===== config.mk =====
export PLATFORM = sky130hd
export DESIGN_NAME = frame_update_scheduler
export DESIGN_NICKNAME = d
export VERILOG_FILES = /design/src/rtl/frame_update_scheduler.sv
export SDC_FILE = /design/constraint.sdc
export NUM_CORES = 1
export LEC_CHECK = 0
export ABC_AREA = 1
export BUFFER_PORTS_ARGS = -buffer_cell sky130_fd_sc_hd__buf_2
export CAP_MARGIN = 20
export CORE_ASPECT_RATIO = 0.9
export CORE_MARGIN = 5
export CORE_UTILIZATION = 46
export DETAILED_ROUTE_END_ITERATION = 10
export PLACE_DENSITY_LB_ADDON = 0.3
export SYNTH_ARGS = -nofsm -noshare
export SYNTH_HDL_FRONTEND = slang
export SYNTH_SLANG_ARGS = --single-unit

===== constraint.sdc =====
create_clock -name clk -period 1.5 [get_ports clk]
set_input_delay 0.15 -clock clk [delete_from_list [all_inputs] [get_ports clk]]
set_output_delay 0.15 -clock clk [all_outputs]
set_load 0.01 [all_outputs]

===== src/rtl/frame_update_scheduler.sv =====
// Round-robin update-slot scheduler: snapshots requesters at vblank start and grants one
// requester at a time, so object state only changes outside the visible region.
module frame_update_scheduler #(
    parameter int unsigned N_REQ          = 4,
    parameter int unsigned V_ACTIVE_START = 36,
    parameter int unsigned V_ACTIVE_END   = 515,
    parameter int unsigned TIMEOUT        = 4095
) (
    input  logic             clk,
    input  logic             rst_n,
    input  logic             enable,
    input  logic [9:0]       HCounter,
    input  logic [9:0]       VCounter,
    input  logic [N_REQ-1:0] req,
    input  logic [N_REQ-1:0] done,
    input  logic             clr_overrun,
    output logic [N_REQ-1:0] grant,
    output logic             frame_tick,
    output logic             busy,
    output logic             overrun,
    output logic [7:0]       frame_count
);

    localparam int unsigned IW = (N_REQ > 1) ? $clog2(N_REQ) : 1;
    localparam int unsigned TW = $clog2(TIMEOUT + 1);

    typedef enum logic [1:0] {StIdle, StArb, StServe} state_e;

    state_e           state_q;
    logic             vb_q;
    logic [N_REQ-1:0] pending_q;
    logic [IW-1:0]    rr_ptr_q;
    logic [IW-1:0]    cur_q;
    logic [TW-1:0]    timer_q;

    logic          vb;
    logic          vb_event;
    logic          guard;
    logic          served;
    logic          timeout_hit;
    logic          set_overrun;
    logic          arb_found;
    logic [IW-1:0] arb_idx;
    logic [IW-1:0] cand;

    // Counters hold each value for many clk cycles, so only the rising edge of vb counts.
    assign vb          = (VCounter == 10'(V_ACTIVE_END + 1)) && (HCounter == 10'd0);
    assign vb_event    = vb && !vb_q;
    assign busy        = (state_q != StIdle);
    assign guard       = (VCounter == 10'(V_ACTIVE_START)) && busy;
    assign served      = done[cur_q];
    assign timeout_hit = (timer_q == TW'(TIMEOUT - 1));
    assign set_overrun = guard || (vb_event && busy) ||
                         ((state_q == StServe) && !served && timeout_hit);

    // Search starts just after the last served requester.
    always_comb begin
        arb_found = 1'b0;
        arb_idx   = '0;
        cand      = '0;
        for (int unsigned k = 1; k <= N_REQ; k++) begin
            cand = IW'((32'(rr_ptr_q) + k) % N_REQ);
            if (!arb_found && pending_q[cand]) begin
                arb_found = 1'b1;
                arb_idx   = cand;
            end
        end
    end

    always_ff @(posedge clk or negedge rst_n) begin
        if (!rst_n) begin
            state_q     <= StIdle;
            vb_q        <= 1'b0;
            pending_q   <= '0;
            rr_ptr_q    <= IW'(N_REQ - 1);
            cur_q       <= '0;
            timer_q     <= '0;
            grant       <= '0;
            frame_tick  <= 1'b0;
            overrun     <= 1'b0;
            frame_count <= 8'd0;
        end else begin
            vb_q       <= vb;
            frame_tick <= vb_event;
            if (vb_event) begin
                frame_count <= frame_count + 8'd1;
            end

            if (set_overrun) begin
                overrun <= 1'b1;
            end else if (clr_overrun) begin
                overrun <= 1'b0;
            end

            if (guard) begin
                grant     <= '0;
                pending_q <= '0;
                state_q   <= StIdle;
            end else begin
                unique case (state_q)
                    StIdle: begin
                        if (vb_event && enable) begin
                            pending_q <= req;
                            state_q   <= StArb;
                        end
                    end
                    StArb: begin
                        if (arb_found) begin
                            grant   <= N_REQ'(1) << arb_idx;
                            cur_q   <= arb_idx;
                            timer_q <= '0;
                            state_q <= StServe;
                        end else begin
                            state_q <= StIdle;
                        end
                    end
                    StServe: begin
                        // A timeout retires the slot exactly like a done.
                        if (served || timeout_hit) begin
                            grant            <= '0;
                            pending_q[cur_q] <= 1'b0;
                            rr_ptr_q         <= cur_q;
                            state_q          <= StArb;
                        end else begin
                            timer_q <= timer_q + TW'(1);
                        end
                    end
                    default: state_q <= StIdle;
                endcase
            end
        end
    end

endmodule


Yosys cells after proc, flatten, opt, wreduce, memory -nomap -nowiden
Index checks and enable logic that the tools add are counted.
- shifts and indexed selects: 1
- bitwise gates (word level): 3
- reduce and logical (&&, ||, !) cells: 32
- multiplexer cells: 38
- equality and inequality tests: 10
- magnitude comparators: 6
- add/subtract/negate cells: 6
- operators by type and width (kind ; count):
    $mux 12 ; 2
    $mux 4 ; 6
    $pmux 12 s2 ; 1
    $mux 2 ; 8
    $pmux 4 s2 ; 2
    $lt 2x3->1 const B ; 5
    $add 12x1->12 const B ; 1
    $eq 12x12->1 const B ; 1
    $mux 1 ; 12
    $reduce_and 3->1 ; 4
    $logic_and 1x1->1 ; 11
    $bmux 1 s2 ; 5
    $eq 10x10->1 const B ; 1
    $eq 10x6->1 const B ; 1
    $logic_not 10->1 ; 1
    $add 8x1->8 const B ; 1
    $ne 3x3->1 const B ; 2
    $pmux 2 s3 ; 1
    $reduce_bool 2->1 ; 3
    $reduce_bool 3->1 ; 2
    $logic_not 1->1 ; 5
    $add 2x1->2 const B ; 2
    $add 2x2->2 const B ; 2
    $and 4x4->4 ; 1
    13 further kinds ; 16
- bits of input ports: 32
- output and inout bits: 15
- bits in registers: 37

Logic depth before layout (Yosys ltp)
Gate-level depths: netlist of run 1.
- word-level depth: 17
- gate-level depth with buffers: 13

Worst setup path before layout of run 1
Ideal clock, no wire load.
- path kind: flip-flop to flip-flop
- from: register rr_ptr_q[0]
- to: register timer_q[9]
- setup time: 0.118 ns
- data required time: 1.382 ns
- slack: -0.108 ns
- cell stages (with the launch flop): 13
- arrival: 1.490 ns
- path buffers: 1
- cells stage by stage: dfstp_2 -> inv_2 -> nand2_1 -> nand3_1 -> nand2_1 -> inv_1 -> nor2_4 -> nand3_4 -> nand2_4 -> nand2_4 -> buf_6 -> nand4_1 -> nand2_1
- cells in the longest elaborated chain, start to end: 15
- elaborated cells between the ends (all ways): 24
- ends and longest elaborated chain (item ; line ; text):
    from (decl) ; 32 ; logic [IW-1:0] rr_ptr_q;
    from (signal assigned) ; 75 ; rr_ptr_q <= IW'(N_REQ - 1);
    from (signal assigned) ; 122 ; rr_ptr_q <= cur_q;
    $add 2x1->2 ; 62 ; cand = IW'((32'(rr_ptr_q) + k) % N_REQ);
    $bmux 1 s2 ; 63 ; if (!arb_found && pending_q[cand]) begin
    $mux 1 (implied by the code) ; 63 ;
    $mux 1 ; 63 ;
    $logic_not 1->1 ; 63 ;
    $logic_and 1x1->1 ; 63 ;
    $mux 1 ; 63 ;
    $logic_not 1->1 ; 63 ;
    $logic_and 1x1->1 ; 63 ;
    $mux 1 ; 63 ;
    $logic_not 1->1 ; 63 ;
    $logic_and 1x1->1 ; 63 ;
    $mux 1 * ; 63 ;
    $ne 2x2->1 (no source line) * ; - ;
    $reduce_and 4->1 (no source line) * ; - ;
    to (signal assigned) ; 125 ; timer_q <= timer_q + TW'(1);
    to (decl) ; 34 ; logic [TW-1:0] timer_q;
Mark *: on every way between the ends. The rest lies on a longest branch, timed or not. The select of a mux whose other input is x is not followed.
A chain may end at the register's enable or synchronous reset.

Worst setup path after layout of run 1
- from: register rr_ptr_q[0]
- to: register timer_q[2]
The elaborated chain is that of the path after synthesis.

==> results.sh, run 1 <==
export IMPL_run_status="complete, but fails checks"
export IMPL_violations="negative setup slack"
export IMPL_ys_warn_count=0
export IMPL_async_reset_ff_frac=1.00
export IMPL_io_buffers=46
export IMPL_tritoncts="built"
export IMPL_synth_nets=401
export IMPL_wire_per_inst_microns=12.8
export IMPL_vias_per_cell=5.12
export IMPL_cap_violations=0
export IMPL_pre_cts_ws_ns=-0.216
export IMPL_ys_types=30
export IMPL_antenna_found_initial=0
export IMPL_r2r_start="rr_ptr_q[0]"
export IMPL_syn_inst=366
export IMPL_rows=25
export IMPL_synth_area_sq_mm=0.00252
export IMPL_seq_area_frac_synth=0.368
export IMPL_cp_required_ns=1.69
export IMPL_clock_latency_ns=0.30
export IMPL_grt_ovfl_total=0
export IMPL_startpoint="rr_ptr_q[0]"
export IMPL_grt_setup_unrepaired="yes"
export IMPL_syn_to_final_growth_pct=40.3
export IMPL_clock_sinks=37
export IMPL_die_x_microns=88.1
export IMPL_layout_min_cycle_time_ns=1.73
export IMPL_drtIter0Drc=99
export IMPL_clkSlewWorstSetupHoldPaths_ns=0.08
export IMPL_cp_start_kind="register"
export IMPL_hold_viol=0
export IMPL_drt_pass1_iter_count=4
export IMPL_routed_wl_microns=6990
export IMPL_hp_class="primary input to register"
export IMPL_multi_input_comb_area_sq_mm=0.00151
export IMPL_critPathKind="register to register"
export IMPL_drive_above_1_share=0.358
export IMPL_die_area_sq_mm=0.00707
export IMPL_tightest_slew_ns=0.294
export IMPL_cts_root_buf="clkbuf_8"
export IMPL_hpwl_microns=5100
export IMPL_htreeDepth=2
export IMPL_ant_nets=0
export IMPL_fill_cells=466
export IMPL_cts_buffer_depth=2
export IMPL_ys_ff_latch=37
export IMPL_coreArea_sq_mm=0.00529
export IMPL_p_leak_uw=0.00192
export IMPL_ir_worst_vdd_v=0.000474
export IMPL_hp_start="HCounter[0]"
export IMPL_drc=0
export IMPL_ios=47
export IMPL_maxSlewViolCount=0
export IMPL_diodes=0
export IMPL_powerDensity_mw_per_mm2=575
export IMPL_grt_usage=0.220
export IMPL_post_route_worst_setup_slack_ns=-0.227
export IMPL_fin_nets=511
export IMPL_crit_path_end_kind="register"
export IMPL_place_congestion=0.852
export IMPL_slew_headroom=0.802
export IMPL_finalClockSkew_ns=0.00568
export IMPL_grt_pass1_wl_microns=12200
export IMPL_syn_avg_cell_area_sq_um=6.90
export IMPL_start_util=0.478
export IMPL_setup_viol=19
export IMPL_synth_edff_count=0
export IMPL_vias=2786
export IMPL_totalPowerFinal_uw=2040
export IMPL_dieHeight_microns=80.3
export IMPL_seq_area_sq_um=931
export IMPL_path_max_fanout=19
export IMPL_cts_made_buffers=5
export IMPL_ys_flop_type="dfrtp_1"
export IMPL_fin_crit_sh=1.15
export IMPL_fmax_mhz=579
export IMPL_grt_max_degree=38
export IMPL_grt_pass1_vias=2877
export IMPL_arrival_ns=1.92
==> worst max-delay path, cell delays in order (launching register included) <==
cell and delay [ns]:
dfstp_2 0.59, inv_4 0.08, nand2_1 0.12, nand2_4 0.07, nand2_4 0.09, nand2_4 0.06, nor2_4 0.14, nand3_4 0.11
nand2_4 0.11, nand2_8 0.11, nand3_1 0.08, o21ai_0 0.07
==> sequential cells by signal (all words and copies together), names as in the netlist <==
register	count
frame_count	8
grant	4
timer_q	12
overrun	1
rr_ptr_q	2
pending_q	4
vb_q	1
frame_tick	1
cur_q	2
state_q	2
==> layout by cell type, fill, tap and decap left out, drive strengths merged <==
cell         instances
nand4               13
o21bai               1
xor2                 8
o21ai               21
clkbuf               7
xnor2                3
nand2              134
a41oi                1
nor4                 5
nor3b                1
dfrtp               35
or2                  1
inv                 47
bufinv               1
dlygate4sd3          1
ha                   3
nor2b                1
a21oi                3
nand3               46
nor3                 4
buf                106
nor2                33
dfstp                2
==> metrics by stage <==
stage / utilization / TNS, ns / hold slack [ns] / std cells / cell area [sq um]
final: 0.670 / -3.67 / 0.144 / 544 / 3540
after global routing: 0.670 / -5.86 / 0.185 / 544 / 3540
after CTS: 0.657 / -3.10 / 0.140 / 543 / 3470
after detailed placement: 0.608 / -3.99 / 0.132 / 526 / 3210
after global placement: 0.608 / -2.77 / 0.131 / 526 / 3210
after floorplan: - / -0.550 / -0.146 / 366 / 2540
==> repair_timing <==
action,CTS,global route
hold buffers,1,0
hold endpoints to repair,35,0
setup buffers,8,2
pin swaps,6,7
cloned,0,0
resized for setup,23,17
endpoints found under the setup margin,24,26
==> report_power, final <==
group / switching [uW] / internal (uW)
clock: 387 / 543
combinational: 56.8 / 53.2
sequential: 0.123 / 997
==> Yosys cell counts (3+ instances only) <==
| cell type | instances | area share |
|---|---|---|
| xor2_1 | 8 | 0.028 |
| nand3_1 | 44 | 0.087 |
| nand2_1 | 124 | 0.18 |
| nand2_2 | 4 | 0.0099 |
| xnor2_1 | 3 | 0.010 |
| nand4_1 | 13 | 0.032 |
| ha_1 | 3 | 0.015 |
| nor3_1 | 4 | 0.0079 |
| inv_1 | 42 | 0.062 |
| nor4_1 | 4 | 0.0099 |
| a21oi_1 | 3 | 0.0059 |
| nor2_1 | 30 | 0.045 |
| dfrtp_1 | 35 | 0.35 |
| o21ai_2 | 3 | 0.010 |
| o21ai_0 | 18 | 0.036 |
| nand2_4 | 6 | 0.027 |
| inv_2 | 5 | 0.0074 |
==> worst paths after layout <==
kind / to / slack [ns] / cells after the start
max in group asynchronous: rr_ptr_q[0] / 0.90 / 3
min in group asynchronous: cur_q[1] / 0.34 / 3
worst min register to register: grant[3] / 0.48 / 2
worst max register to register: timer_q[2] / -0.23 / 11
worst min-delay path: vb_q / 0.14 / 4
worst max-delay path: timer_q[2] / -0.23 / 11
==> per-layer routing <==
layer / wire length (microns) / vias to the layer above / GRT usage
li1: - / 1396 / -
met1: 2830 / 1308 / 0.255
met2: 3650 / 65 / 0.386
met3: 324 / 17 / 0.0410
met4: 176 / 0 / 0.106
met5: 0 / - / 0
==> layout make-up <==
class | count | area share
Clock inverter | 1 | 0.00847
Inverter | 47 | 0.0512
Timing Repair Buffer | 107 | 0.204
Clock buffer | 7 | 0.0244
Sequential cell | 37 | 0.263
Multi-Input combinational cell | 278 | 0.425
Tap cell | 67 | 0.0237
==> cell families (layout without fill, tap and decap cells) <==
group | Yosys count | count (layout) | synth area share
AOI/OAI and AO/OA | 26 | 26 | 0.0585
and+or+nand+nor | 238 | 238 | 0.436
adders and majority gates | 3 | 3 | 0.0149
DFF | 37 | 37 | 0.368
xor gates and xnor gates | 11 | 11 | 0.0382
buffers and inverters | 51 | 162 | 0.0847
(Power assumes the default switching activity.)
==> run 2, diff against run 1 <==
Settings changed: BUFFER_PORTS_ARGS -buffer_cell sky130_fd_sc_hd__buf_2 to -buffer_cell sky130_fd_sc_hd__buf_4, REMOVE_ABC_BUFFERS set to 1.
==> run 2 against run 1 <==
Effect of this change:
- the run still ends with negative setup slack left
- sequential share of layout area down 1.4 points
- final cell count unchanged
- via count up 4.1%
- sequential cell count unchanged
- final area up 5.6%
- critical path type unchanged
- critical endpoint is now grant[0]
- clock-buffer cell count up 1
- combinational power up 8%
==> results.sh, run 2 (same netlist as run 1, synthesis figures left out) <==
export IMPL_crit_top_cell="nand2_1"
export IMPL_seq_power_share=0.553
export IMPL_arrival_ns=2.07
export IMPL_diodes=0
export IMPL_rows=25
export IMPL_start_util=0.478
export IMPL_detailed_place_area_sq_mm=0.00327
export IMPL_wire_per_inst_microns=13.6
export IMPL_cp_required_ns=1.73
export IMPL_crit_path_end_kind="register"
export IMPL_fin_nets=511
export IMPL_totalPowerFinal_uw=1800
export IMPL_path_buf_inv=2
export IMPL_fin_crit_sh=1.22
export IMPL_htreeDepth=2
export IMPL_cts_root_buf="clkbuf_8"
export IMPL_layout_min_cycle_time_ns=1.84
export IMPL_finalClockSkew_ns=0.0101
export IMPL_cts_buffer_depth=2
export IMPL_dieHeight_microns=80.3
export IMPL_p_leak_uw=0.00198
export IMPL_grt_setup_unrepaired="yes"
export IMPL_powerDensity_mw_per_mm2=482
export IMPL_setup_viol=23
export IMPL_top_regs="timer_q (12), frame_count (8)"
export IMPL_syn_to_final_growth_pct=48.3
export IMPL_drc=0
export IMPL_post_route_worst_setup_slack_ns=-0.336
export IMPL_grt_ovfl_total=0
export IMPL_grt_usage=0.218
export IMPL_drt_pass1_iter_count=5
export IMPL_die_x_microns=88.1
export IMPL_path_delay_family="simple AND/OR/NAND/NOR gates"
export IMPL_grt_util_met1=0.267
export IMPL_grt_pass1_vias=2740
export IMPL_vias=2901
export IMPL_path_cells="clkinv_4 -> nand2_1 -> nand2_2 -> nand2_4 -> nand2_4 -> inv_1 -> nand2_1 -> nand2_1 -> nand2_1 -> a21oi_1 -> nand2_1 -> nand2_1"
export IMPL_violations="negative setup slack"
export IMPL_grt_pass1_wl_microns=12200
export IMPL_final_common_cell="nand2_1"
export IMPL_tightest_slew_ns=0.481
export IMPL_startpoint="rr_ptr_q[0]"
export IMPL_slew_headroom=0.679
export IMPL_antenna_found_initial=0
export IMPL_hp_class="primary input to register"
export IMPL_intPower_uw=1390
export IMPL_hpwl_microns=5060
export IMPL_fmax_mhz=545
export IMPL_clkSlewWorstSetupHoldPaths_ns=0.08
export IMPL_cts_made_buffers=5
export IMPL_io_buffers=46
export IMPL_critPathKind="register to register"
export IMPL_tritoncts="built"
export IMPL_met2_usage=0.372
export IMPL_ir_worst_vdd_v=0.000450
export IMPL_regMostFlops="timer_q"
export IMPL_ant_nets=0
export IMPL_path_max_fanout=8
export IMPL_ios=47
export IMPL_ff2ff_path_depth=12
export IMPL_swShare=0.227
export IMPL_switchingPower_uw=410
export IMPL_run_status="complete, but fails checks"
export IMPL_maxSlewViolCount=0
export IMPL_r2r_start="rr_ptr_q[0]"
export IMPL_die_area_sq_mm=0.00707
export IMPL_use_met3=0.0441
export IMPL_top_usage_layer="met2"
export IMPL_vias_per_cell=5.33
export IMPL_final_cell_mix="nand2_1, buf_4, inv_1, nand3_1, dfrtp_1"
export IMPL_routed_wl_microns=7410
export IMPL_hold_depth=4
export IMPL_cp_start_kind="register"
export IMPL_clkPwrFrac=0.381
export IMPL_place_congestion=0.903
export IMPL_cap_violations=0
export IMPL_fill_cells=424
export IMPL_cp_depth=12
export IMPL_critical_path_max_stage_delay_ns=0.60
export IMPL_hp_start="HCounter[0]"
export IMPL_pwr_share_comb=0.066
export IMPL_drtIter0Drc=134
export IMPL_clock_latency_ns=0.29
export IMPL_hold_viol=0
export IMPL_clock_sinks=37
export IMPL_drive_above_1_share=0.382
export IMPL_grt_max_degree=38
export IMPL_cp_slowest_cell="dfstp_2"
export IMPL_largest_register_ffs=12
export IMPL_fin_area_sq_mm=0.00374
export IMPL_coreArea_sq_mm=0.00529
-- run 2: cell types whose count changed in the layout (fill, tap and decap cells not counted), moves of 3 or more --
cell and delta:
buf_2 -46, buf_4 +40, buf_6 +5, nand2_1 -5, nand2_4 +4, nand3_1 -5, nand3_2 +3, nor2_1 -4
nor2_2 +3
-- run 2: per-layer routing --
| layer | up-vias | share of wire | wire [microns] |
|---|---|---|---|
| met5 | - | 0 | 0 |
| met4 | 0 | 0.019 | 143 |
| met3 | 16 | 0.068 | 502 |
| met2 | 120 | 0.52 | 3830 |
| met1 | 1359 | 0.40 | 2930 |
| li1 | 1406 | - | - |
-- run 2: cell type report --
cell class | count | area (sq um) | area share
Clock buffer | 8 | 80.1 | 0.0214
Inverter | 47 | 186 | 0.0498
Multi-Input combinational cell | 280 | 1640 | 0.438
Sequential cell | 37 | 930 | 0.248
Tap cell | 67 | 83.8 | 0.0224
Timing Repair Buffer | 105 | 825 | 0.220
-- run 2: worst min-delay path, cell delays in order --
cell and delay [ns]:
buf_4 0.07, nor2_1 0.04, nand3_1 0.07, nor2_1 0.06
-- run 2: timing repair --
action / in CTS / in global routing
setup endpoints to repair: 24 / 26
gates cloned: 2 / 0
gates resized for setup: 55 / 28
buffers inserted: 8 / 3
hold endpoints to repair: 35 / 0
pin swaps: 21 / 14
hold buffers: 1 / 0
-- run 2: path summary, 6_finish.rpt --
| check | to | slack [ns] |
|---|---|---|
| min reg2reg | grant[3] | 0.48 |
| max | grant[0] | -0.34 |
| min in group asynchronous | grant[1] | 0.35 |
| max reg2reg | grant[0] | -0.34 |
| min | vb_q | 0.16 |
| max in group asynchronous | rr_ptr_q[1] | 0.78 |
-- run 2: metrics by stage --
stage                     setup WS (ns)  TNS, ns  utilization  hold slack (ns)  std cells
after CTS                        -0.177    -3.01        0.685            0.152        541
after detailed placement         -0.274    -4.60        0.618            0.148        522
final                            -0.336    -4.91        0.708            0.160        544
after floorplan                  -0.224    -3.27            -           -0.146        362
after global routing             -0.471    -7.44        0.708            0.176        544
after global placement           -0.217    -3.19        0.618            0.143        522
-- run 2: power groups by stage --
stage | clock network [uW] | registers [uW] | logic (uW)
final | 687 | 997 | 119
after global routing | 746 | 997 | 134
after CTS | 701 | 997 | 121
after detailed placement | 0 | 1020 | 115
after global placement | 0 | 1020 | 113
after floorplan | 0 | 1020 | 26.8
==> run 3, diff against run 2 <==
Settings changed: CELL_PAD_IN_SITES_DETAIL_PLACEMENT set to 1, CELL_PAD_IN_SITES_GLOBAL_PLACEMENT set to 1, CORE_UTILIZATION 46 to 36.
==> run 3 against run 2 <==
Effect of this change:
- the flow still finishes with violations (negative setup slack)
- non-clock buffer count is 1 higher
- maximum frequency up 1.6%
- final area about the same
- largest cell class unchanged
- critical endpoint is now timer_q[8]
- clock skew fell by 0.0037 ns
- routed wire length is 21% higher
- first-iteration DRC count is 31% lower
==> results.sh, run 3 (same netlist as run 1, synthesis figures left out) <==
export IMPL_io_buffers=46
export IMPL_syn_to_final_growth_pct=48.4
export IMPL_clock_latency_ns=0.29
export IMPL_die_area_sq_mm=0.00879
export IMPL_ff2ff_path_depth=11
export IMPL_htreeDepth=2
export IMPL_fin_crit_sh=1.20
export IMPL_finalClockSkew_ns=0.00640
export IMPL_critical_path_max_stage_delay_ns=0.63
export IMPL_cp_start_kind="register"
export IMPL_hp_class="primary input to register"
export IMPL_layout_min_cycle_time_ns=1.81
export IMPL_start_util=0.364
export IMPL_hold_depth=4
export IMPL_violations="negative setup slack"
export IMPL_drt_pass1_iter_count=4
export IMPL_cts_root_buf="clkbuf_8"
export IMPL_hpwl_microns=6300
export IMPL_cts_made_buffers=5
export IMPL_maxSlewViolCount=0
export IMPL_path_cells="inv_2 -> nand2_2 -> nand2_4 -> nand2_4 -> nand2_4 -> nor2_4 -> nand3_4 -> nand2_8 -> buf_6 -> nand3_1 -> nand2_1"
export IMPL_vias_per_cell=5.05
export IMPL_critPathKind="register to register"
export IMPL_die_x_microns=98.3
export IMPL_slew_headroom=0.669
export IMPL_path_max_fanout=8
export IMPL_whs_ns=0.145
export IMPL_fin_area_sq_mm=0.00375
export IMPL_place_congestion=0.831
export IMPL_worstReg2RegEnd="timer_q[8]"
export IMPL_ff2ff_setup_slack_ns=-0.31
export IMPL_crit_top_cell="nand2_4"
export IMPL_coreArea_sq_mm=0.00693
export IMPL_drtIter0Drc=92
export IMPL_vias=2880
export IMPL_tightest_slew_ns=0.497
export IMPL_grt_pass1_vias=3155
export IMPL_final_common_cell="nand2_1"
export IMPL_routed_wl_microns=8980
export IMPL_detailed_place_area_sq_mm=0.00335
export IMPL_fmax_mhz=554
export IMPL_cp_slowest_cell="dfstp_2"
export IMPL_ios=47
export IMPL_wire_per_inst_microns=15.8
export IMPL_setup_tns_ns=-5.43
export IMPL_dieHeight_microns=89.5
export IMPL_antenna_found_initial=0
export IMPL_largest_register_ffs=12
export IMPL_final_cell_mix="nand2_1, buf_4, nand3_1, inv_1, dfrtp_1"
export IMPL_grt_setup_unrepaired="yes"
export IMPL_clock_sinks=37
export IMPL_run_status="complete, but fails checks"
export IMPL_pre_cts_ws_ns=-0.342
export IMPL_drc=0
export IMPL_p_leak_uw=0.00194
export IMPL_grt_ovfl_total=0
export IMPL_arrival_ns=2.04
export IMPL_grt_max_degree=38
export IMPL_drive_above_1_share=0.384
export IMPL_post_route_worst_setup_slack_ns=-0.306
export IMPL_diodes=0
export IMPL_fin_nets=511
export IMPL_cap_violations=0
export IMPL_clkSlewWorstSetupHoldPaths_ns=0.08
export IMPL_cp_required_ns=1.73
export IMPL_top_regs="timer_q (12), frame_count (8)"
export IMPL_hp_start="HCounter[0]"
export IMPL_grt_usage=0.212
export IMPL_powerDensity_mw_per_mm2=577
export IMPL_tritoncts="built"
export IMPL_rows=29
export IMPL_hold_viol=0
export IMPL_layout_core_utilization=0.541
export IMPL_path_buf_inv=2
export IMPL_setup_viol=24
export IMPL_ir_worst_vdd_v=0.000380
export IMPL_regMostFlops="timer_q"
export IMPL_ant_nets=0
export IMPL_cts_buffer_depth=2
export IMPL_path_delay_family="simple AND/OR/NAND/NOR gates"
export IMPL_r2r_start="rr_ptr_q[1]"
export IMPL_grt_pass1_wl_microns=15000
export IMPL_crit_path_end_kind="register"
export IMPL_min_to="vb_q"
[run 3: cell count changes in the layout (fill, tap and decap cells not counted), moves of 3 or more]
| cell | delta |
|---|---|
| nand2_2 | +3 |
| buf_4 | +6 |
| clkbuf_1 | -3 |
| o21ai_1 | -3 |
| buf_6 | -4 |
| nand2_4 | -6 |
| o21ai_0 | +3 |
[run 3: area by class of cell]
type                            instances  area, sq um
Clock inverter                          3         65.1
Inverter                               47          186
Fill cell                             891         3180
Timing Repair Buffer                  106          810
Multi-Input combinational cell        279         1570
Clock buffer                            5         68.8
Tap cell                               93          116
Sequential cell                        37          931
[run 3: worst reg2reg max path, stage by stage (launching register included)]
cell and delay, ns:
dfstp_2 0.63, inv_2 0.11, nand2_2 0.09, nand2_4 0.07, nand2_4 0.08, nand2_4 0.06, nor2_4 0.13, nand3_4 0.12
nand2_8 0.13, buf_6 0.15, nand3_1 0.10, nand2_1 0.08
[run 3: worst max path at each step]
stage,cells after the start,endpoint,from
2_1_floorplan,11,timer_q[2],rr_ptr_q[0]
3_3_place_gp,11,timer_q[2],rr_ptr_q[0]
3_5_place_dp,11,timer_q[2],rr_ptr_q[0]
4_1_cts,13,grant[3],rr_ptr_q[0]
5_1_grt,13,grant[3],rr_ptr_q[1]
6_report,11,timer_q[8],rr_ptr_q[1]
[run 3: timing repair]
| action | in CTS | in global routing |
|---|---|---|
| endpoints found under the hold margin | 35 | 0 |
| setup buffers | 5 | 1 |
| gates resized for setup | 47 | 18 |
| cloned | 1 | 0 |
| pin swaps | 13 | 12 |
| hold buffers | 1 | 0 |
| endpoints found under the setup margin | 26 | 25 |
[run 3: metal layers]
metal  vias to the layer above  track usage  share of wire
met2                        42        0.410           0.55
met3                        13       0.0398          0.025
met1                      1429        0.242           0.42
met5                         -            0              0
met4                         0       0.0596          0.011
li1                       1396            -              -
[run 3: power breakdown]
| part | internal (uW) | leakage, uW | switching (uW) |
|---|---|---|---|
| clock network | 661 | 0.0000681 | 381 |
| registers | 997 | 0.000475 | 0.141 |
| logic | 67.7 | 0.00140 | 55.9 |
| total | 1730 | 0.00194 | 437 |
[run 3: through the flow]
| stage | total power (uW) | instances |
|---|---|---|
| floorplan | 1040 | 362 |
| global placement | 1130 | 554 |
| detailed placement | 1130 | 554 |
| CTS | 2180 | 569 |
| global route | 2240 | 570 |
| finish | 2160 | 570 |
